==> src/rtl/cpu_pkg.sv <==
// Shared CPU types and constants.
// Used by the fetch stage and its skid buffer.
package cpu_pkg;

  typedef logic [31:0] inst_t;

  localparam inst_t       INST_NOP = 32'h0;
  localparam logic [31:0] PC_RESET = 32'h0;

  typedef struct packed {
    inst_t       inst;
    logic [31:0] pc;
  } fetch_ent_t;

endpackage

==> src/rtl/fetch_skid_buf.sv <==
// One-entry {inst,pc} holding slot.
// Catches imem data that returns while the decoder stalls.
module fetch_skid_buf
  import cpu_pkg::*;
(
  input  logic       clk,
  input  logic       rst,
  input  logic       load_i,
  input  logic       drain_i,
  input  logic       flush_i,
  input  fetch_ent_t ent_i,
  output logic       full_o,
  output fetch_ent_t ent_o
);

  logic       full_q, full_d;
  fetch_ent_t ent_q, ent_d;

  // Next state: flush wins, then load, then drain.
  always_comb begin
    full_d = full_q;
    ent_d  = ent_q;
    if (flush_i) begin
      full_d = 1'b0;
      ent_d  = '0;
    end else if (load_i) begin
      full_d = 1'b1;
      ent_d  = ent_i;
    end else if (drain_i) begin
      full_d = 1'b0;
    end
  end

  // Entry register with synchronous reset.
  always_ff @(posedge clk) begin
    if (rst) begin
      full_q <= 1'b0;
      ent_q  <= '0;
    end else begin
      full_q <= full_d;
      ent_q  <= ent_d;
    end
  end

  assign full_o = full_q;
  assign ent_o  = ent_q;

endmodule

==> src/rtl/inst_fetch.sv <==
// Instruction fetch stage: PC, imem request, in-flight tag,
// output register and stall skid.
module inst_fetch
  import cpu_pkg::*;
#(
  parameter int          ADDR_W   = 14,
  parameter logic [31:0] RESET_PC = PC_RESET
) (
  input  logic              clk,
  input  logic              rst,
  output logic              imem_en,
  output logic [ADDR_W-1:0] imem_addr,
  input  logic [31:0]       imem_rdata,
  input  logic              stall,
  input  logic              redirect,
  input  logic [31:0]       redirect_pc,
  output logic [31:0]       inst,
  output logic [31:0]       inst_pc,
  output logic              inst_valid
);

  logic [31:0] pc_q, pc_d;
  logic        infl_q, infl_d;
  logic [31:0] infl_pc_q, infl_pc_d;
  fetch_ent_t  out_q, out_d;
  logic        valid_q, valid_d;

  logic        hold;
  logic        issue;
  logic [31:0] fetch_pc;
  logic        skid_load, skid_drain;
  logic        skid_full;
  fetch_ent_t  skid_ent;
  logic        unused_bits;

  assign hold     = stall & valid_q;
  assign issue    = ~rst & (redirect | ~hold);
  assign fetch_pc = redirect ? {redirect_pc[31:2], 2'b00}
                             : pc_q;

  assign imem_en   = issue;
  assign imem_addr = fetch_pc[ADDR_W+1:2];

  assign unused_bits = ^{redirect_pc[1:0], fetch_pc};

  fetch_skid_buf u_skid (
    .clk     (clk),
    .rst     (rst),
    .load_i  (skid_load),
    .drain_i (skid_drain),
    .flush_i (redirect),
    .ent_i   ('{inst: imem_rdata, pc: infl_pc_q}),
    .full_o  (skid_full),
    .ent_o   (skid_ent)
  );

  // Next PC, in-flight tag and output/skid steering.
  always_comb begin
    pc_d       = pc_q;
    infl_d     = issue;
    infl_pc_d  = fetch_pc;
    out_d      = out_q;
    valid_d    = valid_q;
    skid_load  = 1'b0;
    skid_drain = 1'b0;
    if (issue) pc_d = fetch_pc + 32'd4;
    if (redirect) begin
      valid_d = 1'b0;
    end else if (hold) begin
      skid_load = infl_q;
    end else if (skid_full) begin
      out_d      = skid_ent;
      valid_d    = 1'b1;
      skid_drain = 1'b1;
    end else if (infl_q) begin
      out_d   = '{inst: imem_rdata, pc: infl_pc_q};
      valid_d = 1'b1;
    end else begin
      valid_d = 1'b0;
    end
  end

  // Stage state registers with synchronous reset.
  always_ff @(posedge clk) begin
    if (rst) begin
      pc_q      <= RESET_PC;
      infl_q    <= 1'b0;
      infl_pc_q <= '0;
      out_q     <= '{inst: INST_NOP, pc: 32'h0};
      valid_q   <= 1'b0;
    end else begin
      pc_q      <= pc_d;
      infl_q    <= infl_d;
      infl_pc_q <= infl_pc_d;
      out_q     <= out_d;
      valid_q   <= valid_d;
    end
  end

  // Skid data and fresh imem data can never both be pending.
  a_skid_infl: assert property (
    @(posedge clk) disable iff (rst)
    !(skid_full && infl_q)
  );

  assign inst       = out_q.inst;
  assign inst_pc    = out_q.pc;
  assign inst_valid = valid_q;

endmodule

==> config.mk <==
export PLATFORM = sky130hd
export DESIGN_NAME = inst_fetch
export DESIGN_NICKNAME = d
export VERILOG_FILES = /design/src/rtl/cpu_pkg.sv /design/src/rtl/fetch_skid_buf.sv /design/src/rtl/inst_fetch.sv
export SDC_FILE = /design/constraint.sdc
export NUM_CORES = 1
export LEC_CHECK = 0
export BUFFER_PORTS_ARGS = -buffer_cell sky130_fd_sc_hd__buf_2
export CAP_MARGIN = 20
export CORE_AREA = 2 2 166 119
export DETAILED_ROUTE_END_ITERATION = 7
export DIE_AREA = 0 0 168 121
export PLACE_DENSITY = 0.66
export SYNTH_ARGS = -nofsm -noshare
export SYNTH_HDL_FRONTEND = slang
export SYNTH_HIERARCHICAL = 1
export SYNTH_SLANG_ARGS = --single-unit
==> constraint.sdc <==
create_clock -name clk -period 4 [get_ports clk]
set_input_delay 0 -clock clk [delete_from_list [all_inputs] [get_ports clk]]
set_output_delay 0 -clock clk [all_outputs]
set_load 0.02 [all_outputs]
# Yosys cells after proc, flatten, opt, wreduce, memory -nomap -nowiden

Index checks and enable logic that the tools add are counted.

Output and inout port bits: 80
Bits in registers: 195

Bitwise gates (word level): 6
Muxes and demuxes: 12
Add/sub/neg operators: 1
Reduce and logical (&&, ||, !) cells: 4

Operator list:

| operator                                                         | count |
|---|---|
| 64-bit 2-to-1 mux                                                | 2 |
| 32-bit by 3-bit adder with 32-bit output (second input constant) | 1 |
| 32-bit 2-to-1 mux                                                | 1 |
| 1-bit 2-to-1 mux                                                 | 9 |
| 2-bit nonzero test                                               | 2 |
| 1-bit NOT                                                        | 3 |
| 3-bit AND reduction                                              | 1 |
| 1-bit bitwise AND                                                | 2 |
| 2-bit OR reduction                                               | 1 |
| 1-bit OR                                                         | 1 |

# Depth between registers and ports, before layout

Gate-level depths: netlist (run 1).

Depth in word-level cells: 5
Depth in mapped cells: 15

# By module

Netlist (run 1), hierarchy kept.

Modules (own cells, without submodules):

| module         | area an instance (um^2) | instances | cells an instance |
|---|---|---|---|
| inst_fetch     | 6,022.0                 | 1         | 658 |
| fetch_skid_buf | 2,318.5                 | 1         | 211 |

# Least setup slack after synthesis (run 1)

OpenSTA, ideal clock, no wires.

Path kind: input-to-reg
From: in redirect
To: reg pc_q[28]
Buffers on the path: 5
Cell stages on the path: 14
Data required time: 3.929 ns
Arrival: 2.693 ns
Path slack: 1.236 ns
Path through: buf_6 buf_12 buf_4 clkbuf_1 buf_2 mux2i_1 inv_1 ha_1 nand2_1 o21ai_1 nand3_1 o31a_1 or3_1 a21oi_1

Cells in the longest elaborated chain, start to end: 2
Elaborated cells on any way between the ends: 4
Classes of those cells: add/sub: 1; mux: 1; bitwise: 2

RTL lines:

| what                                     | line             | RTL |
|---|---|---|
| start, declared                          | inst_fetch.sv:15 | `input logic redirect,` |
| 32-bit 2-to-1 mux                        | inst_fetch.sv:38 | `assign fetch_pc = redirect ? {redirect_pc[31:2], 2'b00}` |
| named net fetch_pc[2]                    | inst_fetch.sv:30 | `logic [31:0] fetch_pc;` |
| 32-bit by 3-bit adder with 32-bit output | inst_fetch.sv:66 | `if (issue) pc_d = fetch_pc + 32'd4;` |
| end signal, assigned                     | inst_fetch.sv:92 | `pc_q <= pc_d;` |
| end, declared                            | inst_fetch.sv:22 | `logic [31:0] pc_q, pc_d;` |

The timed path passes the listed nets, and every way through them passes these cells.
A chain may end at the register's enable or synchronous reset.

# Worst setup path after layout (run 1)

From: reg pc_q[2]
To: reg pc_q[22]

Cells in the longest elaborated chain, start to end: 2

RTL lines:

| what                                     | line |
|---|---|
| 32-bit 2-to-1 mux                        | inst_fetch.sv:38 |
| 32-bit by 3-bit adder with 32-bit output | inst_fetch.sv:66 |

Every way passes these cells.

==> flow_summary.yaml, run 1 <==
outcome:
  run_status: "finished, final reports clean"
sta:
  post-route-period-util_pct: 63.3
  rsz0062_at_grt: "no"
  min_period_ns: 2.53
  setup-tns-final_ns: 0
  maxSlewViolCount: 0
  finClkSkew_ns: 0.00668
  hold_viol_final: 0
  max_slew_margin_pct: 31.2
  tightest_slew_ns: 1.03
  setup_viol: 0
  timing.fmax_mhz: 395
critical_path:
  required_ns: 4.34
  worst_setup_path_start_kind: "register"
  path_class: "reg -> reg"
  cp_max_fo: 8
  cp.arrival_ns: 2.87
  end_kind: "register"
synthesis:
  synthCells: 869
  synth_xor_area_share_pct: 2.52
  synthMuxAreaShare_pct: 18.9
  synth_compound_area_share_pct: 11.2
  synth_top_family_by_area: "multiplexers"
  synth-async-reset-ratio_pct: 0
  ys_ff_latch: 195
  yosysUniqueCellTypes: 50
  yosysTopAreaCell: "dfxtp_1"
  synth-simple-area-share_pct: 14.3
  ys_seq_area_share_pct: 46.8
  synth_top_area_share_pct: 46.8
  synth_area_per_cell_um2: 9.60
  ys.flop_type: "dfxtp_1"
  synth_fp_nets: 938
  synthesis.area_um2: 8340
  synth_edf_count: 0
  synth.area.top_cells: "dfxtp_1 (47%), mux2i_1 (18%), nor2_1 (7.6%), a211oi_1 (6.2%), xnor2_1 (1.9%)"
  synthAdderAreaFrac_pct: 0.150
  ys_warn_count: 6
cts:
  clk_latency_ns: 0.43
  path_clk_slew_ns: 0.07
  cts_buffers: 17
  ctsResizeCount: 0
  cts_tree: "built"
  cts-root-buf: "clkbuf_16"
  cts_buffer_depth: 2
  cts_sinks: 195
  holdBufCountCts: 54
  cts_setup_buffers: 0
  cts_max_level: 4
power:
  ir_drop_mv: 0.266
  powerDensity_nw_per_um2: 422
  power_uw: 4310
  leakage_uw: 0.00388
global_routing:
  use_met3_pct: 4.14
  gr-usage-met2_pct: 28.6
  grt_pass1_vias: 6362
  antenna_found_initial: 1
  grt_use_met1_pct: 30.3
  gr-max-usage-layer: "met1"
  grt_usage_pct: 20.2
  grt_pass1_wl_um: 32600
  grt_start_max_net_pins: 98
  grt_overflow: 0
floorplanning:
  start_util_pct: 44.7
  ios: 148
  core_area_um2: 18700
  fp.dieW_um: 168
  die-area_um2: 20300
  rows: 42
  die_y_um: 121
finish:
  area_delta_synth_final_pct: 22.4
  nets: 1092
  fillerInstances: 1709
  drive_above_1_share_pct: 19.9
  layout_commonest_cell: "dfxtp_1"
  layout_common_cells: "dfxtp_1 (194), nor2_1 (168), mux2i_1 (151), buf_2 (144), a211oi_1 (69)"
route:
  postRouteAntennaNets: 0
  via_per_inst: 5.17
  wl_um: 20000
  drc: 0
  drtIter0Drc: 423
  drt_pass1_iterations: 5
  vias: 6616
  wl_per_cell_um: 15.6
placement:
  gp_congestion: 0.853
  hpwlAfterDp_um: 13400
  port_buffers: 145
min_path:
  min_path_type: "in -> reg"
job:
  drv_cap: 0
## critical path: stages, from the launching register on
cell	delay, ns
dfxtp_1	0.35
mux2i_1	0.11
inv_1	0.11
ha_1	0.24
nand2_1	0.08
o21ai_1	0.49
and4b_1	0.50
nand4_1	0.16
xor2_1	0.18
a211oi_1	0.22
## final timing paths
check        depth (start not counted)       startpoint  slack, ns            end
max                                  9          pc_q[2]       1.47       pc_q[22]
min                                  3  redirect_pc[30]       0.02  infl_pc_q[30]
max reg2reg                          9          pc_q[2]       1.47       pc_q[22]
min reg2reg                          2          pc_q[1]       0.43   infl_pc_q[1]
## layer usage
layer  vias up  part of all wire [%]  routed length [µm]
met5         -                     0                   0
met1      3056                    53               10600
met2       184                    40                7970
met3        24                   5.3                1050
li1       3352                     -                   -
met4         0                   1.6                 328
## area by class of cell
class / instances / area (µm²) / area share [%]
clock inverters: 15 / 176 / 1.73
repair buffers: 213 / 1390 / 13.6
flip-flops and latches: 195 / 3910 / 38.3
diodes: 1 / 2.50 / 0.0245
clock buffers: 17 / 425 / 4.17
inverters: 17 / 63.8 / 0.625
multi-input cells: 579 / 3940 / 38.6
well taps: 242 / 303 / 2.97
## cells by family (layout without fill, tap and decap cells)
family,after synthesis,after routing
XOR/XNOR,24,24
adder cells (fa/ha/maj),1,1
AO/OA/AOI/OAI,131,131
multiplexers,157,157
other,0,1
flip-flops,195,195
buffers and inverters,95,262
AND/OR/NAND/NOR,266,266
## synthesized netlist by cell type, types with 5 or more instances
cell type / count
dfxtp_1: 195
nor2_1: 168
mux2i_1: 151
a211oi_1: 69
clkbuf_1: 39
nand2_1: 28
xnor2_1: 18
buf_4: 16
inv_1: 16
a21oi_1: 13
a22o_1: 11
nand4_1: 11
buf_2: 10
o21ai_0: 9
buf_6: 8
nand3_1: 8
nor3_1: 8
and3_1: 7
a31oi_1: 6
mux2_2: 6
nand2b_1: 6
xor2_1: 6
nand4b_1: 5
nor2b_1: 5
nor4_1: 5
## registers in the layout, indices dropped and copies added (netlist names)
name,count
infl_pc_q,32
inst_valid,1
u_skid/ent_o,64
pc_q,32
u_skid/full_o,1
infl_q,1
inst,32
inst_pc,32
## power breakdown
group          internal [µW]  leakage, µW  switching, µW
sequential              2030      0.00160           49.5
clock                    891     0.000287            814
combinational            212      0.00200            312
total                   3130      0.00388           1180
## stage by stage
step	instances	utilization [%]	hold slack, ns	area [µm²]	setup WS [ns]
finish	1279	54.7	0.0250	10200	1.47
global route	1278	54.7	0.0343	10200	1.33
global placement	1192	48.6	0.252	9060	1.42
detailed placement	1192	48.6	0.261	9060	1.36
floorplan	869	-	0.147	8340	1.24
CTS	1278	54.7	0.00419	10200	1.51
No activity file was read; power rests on OpenSTA's default activity.
==> run 2: changes to the inputs <==
==> constraint.sdc (replaced) <==
create_clock -name clk -period 2.45 [get_ports clk]
set_input_delay 0 -clock clk [delete_from_list [all_inputs] [get_ports clk]]
set_output_delay 0 -clock clk [all_outputs]
set_load 0.02 [all_outputs]
==> flow_summary.yaml, run 2 (synthesis gave the netlist of run 1 again) <==
power:
  leakage_uw: 0.00396
  power_uw: 6990
  ir_drop_mv: 0.318
  powerDensity_nw_per_um2: 676
sta:
  max_slew_margin_pct: 56.1
  finClkSkew_ns: 0.0105
  setup-tns-final_ns: 0
  tightest_slew_ns: 0.655
  maxSlewViolCount: 0
  min_period_ns: 2.18
  setup_viol: 0
  timing.fmax_mhz: 458
  rsz0062_at_grt: "no"
  hold_viol_final: 0
  post-route-period-util_pct: 89.1
finish:
  antenna_cells: 0
  finish.utilization_pct: 55.5
  nets: 1109
  drive_above_1_share_pct: 21.6
  layout_common_cells: "dfxtp_1 (194), nor2_1 (168), mux2i_1 (151), buf_2 (144), a211oi_1 (69)"
  area_delta_synth_final_pct: 24.1
  largest_reg_flops: 64
  finalNonFillerCells: 1295
  layout_commonest_cell: "dfxtp_1"
route:
  postRouteAntennaNets: 0
  via_per_inst: 5.10
  wl_per_cell_um: 15.6
  drtIter0Drc: 442
  drc: 0
  vias: 6603
  drt_pass1_iterations: 5
  wl_um: 20200
global_routing:
  grt_start_max_net_pins: 125
  grt_pass1_wl_um: 32600
  antenna_found_initial: 0
  grt_pass1_vias: 6202
  grt_usage_pct: 20.2
  grt_overflow: 0
job:
  drv_cap: 0
critical_path:
  crit_buf_inv: 0
  path_class: "reg -> reg"
  cp.arrival_ns: 2.50
  cp_slowest_stage_delay_ns: 0.48
  rr_worst_depth: 6
  cp_max_fo: 7
  critPathTopFamily: "simple AND/OR/NAND/NOR gates"
  r2r_setup_slack_ns: 0.27
  worst_setup_path_start_kind: "register"
  crit_chain: "nand4b_4, a21o_1, or3_1, nor4_1, xnor2_1, a22o_1"
  r2r-end: "pc_q[30]"
  end_kind: "register"
  r2r_start: "pc_q[21]"
  cp_slowest_cell: "or3_1"
  required_ns: 2.77
  cp.depth: 6
placement:
  port_buffers: 145
  gp_congestion: 0.867
  hpwlAfterDp_um: 13600
  dp_cells: 1212
min_path:
  min_from: "redirect_pc[14]"
  min_to: "infl_pc_q[14]"
  min_path_type: "in -> reg"
  worstHoldPathCells: 4
cts:
  cts_setup_buffers: 0
  cts-root-buf: "clkbuf_16"
  cts_buffer_depth: 2
  cts_tree: "built"
  cts_sinks: 195
  cts_max_level: 4
  cts_buffers: 17
  path_clk_slew_ns: 0.07
  clk_latency_ns: 0.42
floorplanning:
  start_util_pct: 44.7
  core_area_um2: 18700
  ios: 148
  fp.dieW_um: 168
  rows: 42
  die_y_um: 121
  die-area_um2: 20300
outcome:
  run_status: "finished, final reports clean"
[run 2: cell types whose count changed in the layout (fill, tap and decap cells not counted), sizes merged]
cell	previous run	this run
clkbuf	17	18
inv	20	23
dlygate4sd3	54	50
buf	159	180
diode	1	0
clkinvlp	2	5
clkinv	9	2
[run 2: worst register-to-register path, delay by kind of cell (launching register included)]
kind / cells / cell delay [ns]
compound gates: 2 / 0.43
flops: 1 / 0.45
simple gates: 3 / 1.05
xor+xnor: 1 / 0.14
[run 2: where the power goes]
part           internal, µW  total, µW  leakage, µW  switching, µW
Clock                  1440       2710     0.000267           1280
Sequential             3310       3390      0.00160           84.3
Combinational           369        886      0.00210            517
Total                  5110       6990      0.00396           1880
[run 2: cell type report]
class                      instances  area [µm²]
inverter                          17        63.8
clock inverter                    14         144
clock buffer                      18         429
timing repair buffer             230        1560
sequential                       195        3910
tap                              242         303
fill                            1680        8310
multi-input combinational        579        3940
[run 2: what timing repair did]
| action | 4_1_cts | 5_1_grt |
|---|---|---|
| gates resized for setup | 0 | 0 |
| hold buffers | 50 | 0 |
| hold endpoints to repair | 88 | 0 |
[run 2: layer usage]
| layer | part of all wire [%] | global-route usage (%) |
|---|---|---|
| met5 | 0 | 0 |
| met4 | 0.45 | 4.35 |
| met3 | 5.1 | 4.27 |
| met2 | 41 | 28.6 |
| met1 | 54 | 31.1 |
[run 2: worst max path at each step]
stage	slack [ns]	endpoint	startpoint
6_report	0.27	pc_q[30]	pc_q[21]
5_1_grt	0.07	pc_q[22]	pc_q[2]
4_1_cts	0.30	pc_q[30]	pc_q[21]
3_5_place_dp	0.18	pc_q[22]	redirect
3_3_place_gp	0.26	pc_q[22]	redirect
2_1_floorplan	-0.005	pc_q[28]	redirect
[run 2: stage by stage]
| step | hold slack [ns] | area [µm²] | setup slack (ns) |
|---|---|---|---|
| after floorplan | 0.147 | 8350 | -0.00489 |
| after global placement | 0.253 | 9260 | 0.258 |
| after detailed placement | 0.261 | 9260 | 0.178 |
| after CTS | 0.00569 | 10300 | 0.298 |
| after global routing | 0.0165 | 10300 | 0.0746 |
| final | 0.0236 | 10300 | 0.268 |
